## src/rtl/prio_encoder_arb_if.sv

```systemverilog
// Request/grant bundle between the request sources (master) and the
// registered priority-encoder arbiter (slave).
interface prio_encoder_arb_if #(
    parameter int N = 8,
    parameter int W = 3
);
    logic [N-1:0] iData;
    logic         iEI;
    logic         iMode;
    logic         iDone;
    logic [W-1:0] oData;
    logic         oValid;
    logic         oEO;

    modport master (
        output iData, iEI, iMode, iDone,
        input  oData, oValid, oEO
    );

    modport slave (
        input  iData, iEI, iMode, iDone,
        output oData, oValid, oEO
    );
endinterface

```

## src/rtl/prio_encoder_arb.sv

```systemverilog
// Registered N-line active-low priority encoder that holds the winning index
// as a grant until released; fixed-priority or round-robin arbitration.
module prio_encoder_arb #(
    parameter int N = 8,
    parameter int W = 3
) (
    input  logic                 iClk,
    input  logic                 iRst,
    prio_encoder_arb_if.slave    bus
);
    localparam logic [0:0] S_IDLE  = 1'b0;
    localparam logic [0:0] S_GRANT = 1'b1;

    logic [0:0]   r_state;
    logic [W-1:0] r_data;
    logic         r_valid;
    logic         r_eo;
    logic [W-1:0] r_ptr;

    logic [N-1:0] w_req;
    logic [N-1:0] w_hi_mask;
    logic [N-1:0] w_hi_req;
    logic [W-1:0] w_fixed;
    logic [W-1:0] w_lo_all;
    logic [W-1:0] w_lo_hi;
    logic [W-1:0] w_rr;
    logic [W-1:0] w_winner;
    logic [W-1:0] w_ptr_inc;

    assign w_req = ~bus.iData;

    // Lines at or above the pointer get first chance; if none request, the
    // search wraps to the lowest requester overall.
    for (genvar gi = 0; gi < N; gi++) begin : g_mask
        assign w_hi_mask[gi] = (W'(gi) >= r_ptr);
    end
    assign w_hi_req = w_req & w_hi_mask;

    always_comb begin
        w_fixed = '0;
        for (int k = 0; k < N; k++) begin
            if (w_req[k]) w_fixed = W'(k);
        end
    end

    always_comb begin
        w_lo_all = '0;
        w_lo_hi  = '0;
        for (int k = N - 1; k >= 0; k--) begin
            if (w_req[k])    w_lo_all = W'(k);
            if (w_hi_req[k]) w_lo_hi  = W'(k);
        end
    end

    assign w_rr      = (|w_hi_req) ? w_lo_hi : w_lo_all;
    assign w_winner  = bus.iMode ? w_rr : w_fixed;
    assign w_ptr_inc = (r_data == W'(N - 1)) ? '0 : r_data + W'(1);

    always_ff @(posedge iClk) begin
        if (iRst) begin
            r_state <= S_IDLE;
            r_data  <= '0;
            r_valid <= 1'b0;
            r_eo    <= 1'b1;
            r_ptr   <= '0;
        end else begin
            r_eo <= bus.iEI | ~(&bus.iData);
            case (r_state)
                S_IDLE: begin
                    if (!bus.iEI && (|w_req)) begin
                        r_data  <= w_winner;
                        r_valid <= 1'b1;
                        r_state <= S_GRANT;
                    end
                end
                S_GRANT: begin
                    // Abort wins over iDone and leaves the pointer alone.
                    if (bus.iEI) begin
                        r_valid <= 1'b0;
                        r_state <= S_IDLE;
                    end else if (bus.iDone) begin
                        r_ptr   <= w_ptr_inc;
                        r_valid <= 1'b0;
                        r_state <= S_IDLE;
                    end
                end
                default: begin
                    r_valid <= 1'b0;
                    r_state <= S_IDLE;
                end
            endcase
        end
    end

    assign bus.oData  = r_data;
    assign bus.oValid = r_valid;
    assign bus.oEO    = r_eo;
endmodule

```

## src/flat_wrapper.sv

```systemverilog
// flat-port wrapper written by rule: the top's interface ports become plain ports
module prio_encoder_arb_flat 
#(
    parameter int N = 8,
    parameter int W = 3
)
  (iClk, iRst, bus_iData, bus_iEI, bus_iMode, bus_iDone, bus_oData, bus_oValid, bus_oEO);
  prio_encoder_arb_if #(.N(N), .W(W)) bus_i ();
  input  logic iClk;
  input  logic iRst;
  input wire logic [$bits(bus_i.iData)-1:0] bus_iData;
  input wire logic [$bits(bus_i.iEI)-1:0] bus_iEI;
  input wire logic [$bits(bus_i.iMode)-1:0] bus_iMode;
  input wire logic [$bits(bus_i.iDone)-1:0] bus_iDone;
  output wire logic [$bits(bus_i.oData)-1:0] bus_oData;
  output wire logic [$bits(bus_i.oValid)-1:0] bus_oValid;
  output wire logic [$bits(bus_i.oEO)-1:0] bus_oEO;
  assign bus_i.iData = bus_iData;
  assign bus_i.iEI = bus_iEI;
  assign bus_i.iMode = bus_iMode;
  assign bus_i.iDone = bus_iDone;
  assign bus_oData = bus_i.oData;
  assign bus_oValid = bus_i.oValid;
  assign bus_oEO = bus_i.oEO;
  prio_encoder_arb #(.N(N), .W(W)) u_core (.iClk(iClk), .iRst(iRst), .bus(bus_i));
endmodule
```

## config.mk

```make
export PLATFORM = sky130hd
export DESIGN_NAME = prio_encoder_arb_flat
export DESIGN_NICKNAME = d
export VERILOG_FILES = /design/src/rtl/prio_encoder_arb_if.sv /design/src/rtl/prio_encoder_arb.sv /design/src/flat_wrapper.sv
export SDC_FILE = /design/constraint.sdc
export NUM_CORES = 1
export LEC_CHECK = 0
export ABC_CLOCK_PERIOD_IN_PS = 1980
export BUFFER_PORTS_ARGS = -buffer_cell sky130_fd_sc_hd__buf_2
export CAP_MARGIN = 20
export CORE_MARGIN = 4
export CORE_UTILIZATION = 40
export DETAILED_ROUTE_END_ITERATION = 10
export HOLD_SLACK_MARGIN = 0.12
export PLACE_DENSITY_LB_ADDON = 0.05
export SETUP_SLACK_MARGIN = 0.15
export SYNTH_ARGS = -nofsm -noshare
export SYNTH_HDL_FRONTEND = slang
export SYNTH_SLANG_ARGS = --single-unit
```

## constraint.sdc

```tcl
create_clock -name iClk -period 1.98 [get_ports iClk]
set_clock_uncertainty 0.15 [all_clocks]
set_input_delay 0.396 -clock iClk [delete_from_list [all_inputs] [get_ports iClk]]
set_output_delay 0.396 -clock iClk [all_outputs]
set_load 0.01 [all_outputs]
```

# --- Word level (Yosys, flattened, before mapping) ---
# Index checks and enable logic that the tools add are counted.
totals:
  word_cells: 65
  register_bits: 9
  input_bits: 13
  out_inout_bits: 5
classes:
  mux: 34
  eq_ne: 3
  add_sub_neg: 1
  bitwise: 6
  reduce_logical: 8
  order_cmp: 8
op_table:
  columns: ["op", "n"]
  rows:
  - ["2-to-1 mux 3 bit", 23]
  - ["OR reduction 8 bit", 2]
  - ["greater-or-equal comparator 3 bit (first input constant)", 4]
  - ["bitwise AND 8 bit", 1]
  - ["inverter 8 bit", 1]
  - ["AND reduction 8 bit", 1]
  - ["2-to-1 mux 1 bit", 7]
  - ["greater-or-equal comparator 1 x 3 -> 1 bit (first input constant)", 2]
  - ["greater-or-equal comparator 2 x 3 -> 1 bit (first input constant)", 2]
  - ["2-to-1 mux 2 bit", 2]
  - ["one-hot mux 1 bit (2 select lines)", 2]
  - ["AND reduction 2 bit", 2]
  - ["adder 3 x 1 -> 3 bit (second input constant)", 1]
  - ["== test 3 bit (second input constant)", 1]
  - ["inequality test 3 bit (second input constant)", 1]
  - ["inverter 1 bit", 3]
  - ["AND reduction 3 bit", 1]
  - ["inequality test 2 x 1 -> 1 bit (second input constant)", 1]
  - ["logical AND 1 bit", 1]
  - ["logical NOT 1 bit", 1]
  - ["bitwise OR 1 bit", 1]

# --- Longest topological paths before layout ---
depth:
  depth_word: 12
  ltp_mapped: 7

# --- Worst setup path before layout ---
# OpenSTA, ideal clock, no wires.
synth_timing:
  path_kind: "input to register"
  from: "in bus_iData[5]"
  to: "reg u_core.r_data[0] (netlist: u_core.bus.oData[0])"
  path_stages: 6
  setup_slack_ns: 0.081
  t_required_ns: 1.760
  path_buffers: 1
  arrival_ns: 1.679
  cell_sequence: "buf_2 -> nand3_1 -> and2_4 -> or4_4 -> o311a_1 -> a21oi_1"
synth_between:
  elab_chain_len: 10
  elab_cells_between_ends: 23
  cone_classes: "mux (17); bitwise (2); reduce/logical (4)"
synth_rtl:
  columns: ["item", "line_no", "source"]
  rows:
  - ["from (decl)", "flat_wrapper.sv:11", "input wire logic [$bits(bus_i.iData)-1:0] bus_iData;"]
  - ["inverter 8 bit (*)", "prio_encoder_arb.sv:30", "assign w_req = ~bus.iData;"]
  - ["bitwise AND 8 bit", "prio_encoder_arb.sv:37", "assign w_hi_req = w_req & w_hi_mask;"]
  - ["2-to-1 mux 3 bit (6 in series)", "prio_encoder_arb.sv:51", "if (w_hi_req[k]) w_lo_hi = W'(k);"]
  - ["2-to-1 mux 3 bit", "prio_encoder_arb.sv:55", "assign w_rr = (|w_hi_req) ? w_lo_hi : w_lo_all;"]
  - ["2-to-1 mux 3 bit", "prio_encoder_arb.sv:56", "assign w_winner = bus.iMode ? w_rr : w_fixed;"]
  - ["to (signal assigned)", "prio_encoder_arb.sv:71", "r_data <= w_winner;"]
  - ["to (decl)", "prio_encoder_arb.sv:15", "logic [W-1:0] r_data;"]
# Every way passes the cells marked *; elsewhere a longest branch is shown, timed or not.
# A chain may end at the register's enable or synchronous reset.

# --- Final worst setup path ---
layout_timing:
  from: "reg u_core.r_ptr[1]"
  to: "reg u_core.r_data[0] (netlist: u_core.bus.oData[0])"
layout_between:
  elab_chain_len: 12
  elab_cells_between_ends: 20
  cone_classes: "order compare (8); mux (10); bitwise (1); reduce/logical (1)"
layout_rtl:
  columns: ["item", "line_no", "source"]
  rows:
  - ["from (decl)", "prio_encoder_arb.sv:18", "logic [W-1:0] r_ptr;"]
  - ["from (signal assigned)", "prio_encoder_arb.sv:82", "r_ptr <= w_ptr_inc;"]
  - ["greater-or-equal comparator 3 bit", "prio_encoder_arb.sv:35", "assign w_hi_mask[gi] = (W'(gi) >= r_ptr);"]
  - ["bitwise AND 8 bit (*)", "prio_encoder_arb.sv:37", null]
  - ["2-to-1 mux 3 bit (8 in series)", "prio_encoder_arb.sv:51", null]
  - ["2-to-1 mux 3 bit (*)", "prio_encoder_arb.sv:55", null]
  - ["2-to-1 mux 3 bit (*)", "prio_encoder_arb.sv:56", null]
# Marks and branches as above.

==> impl_results.html <==
<table>
<tr><th>Metric</th><th>Value</th></tr>
<tr><th colspan="2">Logic synthesis</th></tr>
<tr><td>Number of synthesized register bits</td><td>9</td></tr>
<tr><td>Synth top area share</td><td>27.0%</td></tr>
<tr><td>Register area share after synthesis</td><td>27.0%</td></tr>
<tr><td>Top_reg_cell synth</td><td>sky130_fd_sc_hd__dfxtp_1</td></tr>
<tr><td>Ys async rst share</td><td>0%</td></tr>
<tr><td>Post-synthesis instance area</td><td>667 um^2</td></tr>
<tr><td>List of most frequent post-synthesis cells</td><td>9 x sky130_fd_sc_hd__dfxtp_1, 8 x sky130_fd_sc_hd__inv_1, 7 x sky130_fd_sc_hd__a21oi_1</td></tr>
<tr><td>Netlist cell types</td><td>37</td></tr>
<tr><td>Synthesized net count</td><td>102</td></tr>
<tr><td>Avg Synthesized Cell Area</td><td>7.67 um^2</td></tr>
<tr><td>Top post-synthesis cells by area</td><td>sky130_fd_sc_hd__dfxtp_1 27%, sky130_fd_sc_hd__a21oi_1 5.3%, sky130_fd_sc_hd__o21ai_0 4.5%</td></tr>
<tr><td>Number of instances in the synthesized netlist</td><td>87</td></tr>
<tr><td>Synthesis Warnings</td><td>0</td></tr>
<tr><td>Cell with the most instances after synthesis</td><td>sky130_fd_sc_hd__dfxtp_1</td></tr>
<tr><td>Cell accounting for the most synthesized area</td><td>sky130_fd_sc_hd__dfxtp_1</td></tr>
<tr><td>Number of synthesized flops with an enable pin</td><td>0</td></tr>
<tr><th colspan="2">Drt</th></tr>
<tr><td>DRC</td><td>0</td></tr>
<tr><td>Detailed Route Iter0 Violations</td><td>20</td></tr>
<tr><td>Wire per inst</td><td>14.1 um</td></tr>
<tr><td>Total number of vias</td><td>754</td></tr>
<tr><td>Detail Route Antenna Nets</td><td>0</td></tr>
<tr><td>Wirelength, routed</td><td>1790 um</td></tr>
<tr><td>Avg Vias per Cell</td><td>5.94</td></tr>
<tr><td>Pre-antenna DRT Iters</td><td>4</td></tr>
<tr><th colspan="2">GRT</th></tr>
<tr><td>Global-route wire length before repair</td><td>3040 um</td></tr>
<tr><td>GR Overflow Total</td><td>0</td></tr>
<tr><td>Total routing usage reported by global routing</td><td>16.1%</td></tr>
<tr><td>Largest net degree at the start of global routing</td><td>11</td></tr>
<tr><td>Vias in the first global route</td><td>685</td></tr>
<tr><td>Antenna violations before repair</td><td>0</td></tr>
<tr><th colspan="2">Setup path</th></tr>
<tr><td>Slowest Stage Delay on Critical Path</td><td>0.48 ns</td></tr>
<tr><td>Critical path data required time</td><td>2.02 ns</td></tr>
<tr><td>Worst Path Class, Setup</td><td>flip-flop to flip-flop</td></tr>
<tr><td>Biggest fanout along the worst timing path</td><td>8</td></tr>
<tr><td>Library cell contributing the largest single delay on the critical path</td><td>sky130_fd_sc_hd__or4_4</td></tr>
<tr><td>Arrival time of the worst setup path</td><td>1.79 ns</td></tr>
<tr><td>Worst setup SP type</td><td>flip-flop</td></tr>
<tr><td>Worst setup EP type</td><td>flip-flop</td></tr>
<tr><td>Critical path cell sequence</td><td>a22oi_1 -&gt; and2_4 -&gt; or4_4 -&gt; o311a_1 -&gt; a21oi_1</td></tr>
<tr><th colspan="2">Floorplan</th></tr>
<tr><td>Die outline width</td><td>48.8 um</td></tr>
<tr><td>Die outline height</td><td>48.8 um</td></tr>
<tr><td>Boundary Pins</td><td>18</td></tr>
<tr><td>Initial Util</td><td>43.3%</td></tr>
<tr><td>Die Outline Area</td><td>2380 um^2</td></tr>
<tr><td>Standard-cell row count</td><td>14</td></tr>
<tr><td>Placeable core region</td><td>1540 um^2</td></tr>
<tr><th colspan="2">Clock network</th></tr>
<tr><td>H-tree Lvls</td><td>1</td></tr>
<tr><td>Clock transition at the registers of the reported paths</td><td>0.06 ns</td></tr>
<tr><td>Root cell of the clock tree</td><td>sky130_fd_sc_hd__clkbuf_4</td></tr>
<tr><td>Post-CTS Hold Buffers</td><td>0</td></tr>
<tr><td>Sink Count</td><td>9</td></tr>
<tr><td>Cts bufs inserted</td><td>3</td></tr>
<tr><td>Setup fix buffers added after clock tree synthesis</td><td>0</td></tr>
<tr><td>Maximum buffer depth of the clock tree</td><td>2</td></tr>
<tr><td>Clock latency reported for the late side of the worst-skew pair</td><td>0.26 ns</td></tr>
<tr><td>CTS tree</td><td>yes</td></tr>
<tr><th colspan="2">Min path</th></tr>
<tr><td>Type of the worst min-delay path</td><td>input pin to flip-flop</td></tr>
<tr><th colspan="2">Timing</th></tr>
<tr><td>Final-report setup violation count</td><td>0</td></tr>
<tr><td>Slew Viols, Final</td><td>0</td></tr>
<tr><td>Achievable frequency</td><td>573 MHz</td></tr>
<tr><td>Total negative slack</td><td>0 ns</td></tr>
<tr><td>Unrepaired setup endpoints after global routing</td><td>no</td></tr>
<tr><td>Crit share post-route</td><td>88.2%</td></tr>
<tr><td>Hold violation count in the final report</td><td>0</td></tr>
<tr><td>Worst Slack Setup Final</td><td>0.234 ns</td></tr>
<tr><td>Tightest Pin Transition</td><td>0.345 ns</td></tr>
<tr><td>Fin crit period</td><td>1.75 ns</td></tr>
<tr><td>Relative slew slack</td><td>76.8%</td></tr>
<tr><th colspan="2">Pwr</th></tr>
<tr><td>PwrDens</td><td>529 nW/um^2</td></tr>
<tr><td>Peak supply drop</td><td>0.337 mV</td></tr>
<tr><td>Leakage power</td><td>0.396 nW</td></tr>
<tr><th colspan="2">Placement</th></tr>
<tr><td>DPL Wire Length</td><td>1410 um</td></tr>
<tr><td>Port bufs</td><td>17</td></tr>
<tr><td>Cell area reported after detailed placement</td><td>805 um^2</td></tr>
<tr><td>Worst setup slack after placement</td><td>0.0941 ns</td></tr>
<tr><td>Global placement routability congestion</td><td>0.965</td></tr>
<tr><th colspan="2">Finish</th></tr>
<tr><td>Net count reported at finish</td><td>127</td></tr>
<tr><td>Area grow syn2layout</td><td>26.3%</td></tr>
<tr><td>Area taken by flip-flops and latches</td><td>191 um^2</td></tr>
<tr><td>Finished Cell Area</td><td>842 um^2</td></tr>
<tr><td>Share of final-layout standard cells stronger than drive strength 1</td><td>31.5%</td></tr>
<tr><td>Antenna diodes</td><td>0</td></tr>
<tr><td>Multi-input gate area</td><td>429 um^2</td></tr>
<tr><td>Number of fill cells in the layout</td><td>159</td></tr>
<tr><th colspan="2">Run status</th></tr>
<tr><td>Result of the run</td><td>finished, final reports clean</td></tr>
<tr><th colspan="2">Run</th></tr>
<tr><td>Max-cap check violation count</td><td>0</td></tr>
</table>
[logic make-up after synthesis]
| group | Yosys count | synth area share, % |
|---|---|---|
| compound gates | 33 | 34.2 |
| fa+ha+maj | 2 | 3.75 |
| buf+inv | 13 | 8.63 |
| flops | 9 | 27.0 |
| mux | 2 | 3.00 |
| simple gates | 28 | 23.5 |
[state kept, by name, indices dropped and copies added, names as in the netlist]
signal             flops
u_core.r_state         1
u_core.bus.oValid      1
u_core.bus.oData       3
u_core.r_ptr           3
u_core.bus.oEO         1
[layer usage]
| layer | share of wire [%] | global-route usage, % | vias up |
|---|---|---|---|
| met3 | 7.3 | 4.59 | 6 |
| met2 | 44 | 22.4 | 27 |
| met4 | 2.1 | 9.87 | 0 |
| met5 | 0 | 0 | - |
| li1 | - | - | 380 |
| met1 | 47 | 21.6 | 341 |
[cell usage in the layout (no fill, tap or decap), types with 2 or more instances in the layout]
cell type,synthesis,routed
sky130_fd_sc_hd__buf_4,2,8
sky130_fd_sc_hd__clkbuf_4,0,3
sky130_fd_sc_hd__nand3_1,4,4
sky130_fd_sc_hd__nand2_1,6,6
sky130_fd_sc_hd__o21ai_0,6,6
sky130_fd_sc_hd__nor2_1,4,4
sky130_fd_sc_hd__a22oi_1,3,3
sky130_fd_sc_hd__nor3_1,5,5
sky130_fd_sc_hd__a21oi_1,7,7
sky130_fd_sc_hd__dfxtp_1,9,6
sky130_fd_sc_hd__ha_1,2,2
sky130_fd_sc_hd__and4_1,2,2
sky130_fd_sc_hd__dfxtp_4,0,3
sky130_fd_sc_hd__o41ai_1,3,3
sky130_fd_sc_hd__buf_2,1,17
sky130_fd_sc_hd__inv_1,8,8
sky130_fd_sc_hd__mux2i_1,2,2
[worst max-delay path, delay by kind of cell, from the launching register on]
family	cells	cell delay (ns)
AO/OA/AOI/OAI	3	0.51
flip-flops	1	0.38
AND/OR/NAND/NOR	2	0.65
[per-stage QoR]
stage / hold WS (ns) / instances / utilization [%] / total power, W
2_1_floorplan: 0.331 / 87 / - / 0.000264
3_3_place_gp: 0.292 / 123 / 52.2 / 0.000312
3_5_place_dp: 0.296 / 123 / 52.2 / 0.000313
4_1_cts: 0.240 / 127 / 54.1 / 0.000455
5_1_grt: 0.261 / 127 / 54.6 / 0.000480
6_report: 0.248 / 127 / 54.6 / 0.000445
[power breakdown]
part	internal [W]	switching, W	total (W)	leakage, nW
sequential	0.000187	0.00000846	0.000196	0.0761
clock	0.0000774	0.0000608	0.000138	0.0150
combinational	0.0000517	0.0000598	0.000111	0.305
[final cells by class]
class,count,share of cell area [%]
clock buffers,4,3.12
inverters,8,3.57
well taps,16,2.38
repair buffers,25,17.2
multi-input cells,65,51.0
flip-flops and latches,9,22.7
[repair_timing]
action,in CTS,in global routing
gates resized for setup,2,4
endpoints found under the setup margin,1,2
gates cloned,0,0
pin swaps,0,0
[final timing paths]
path | startpoint | end | slack, ns | cells after the start
hold reg to reg | u_core.bus.oValid | u_core.bus.oValid | 0.30 | 2
setup / recovery | u_core.r_ptr[1] | u_core.bus.oData[0] | 0.23 | 5
setup reg to reg | u_core.r_ptr[1] | u_core.bus.oData[0] | 0.23 | 5
hold / removal | bus_iEI | u_core.bus.oEO | 0.25 | 3
(Power assumes the default switching activity.)
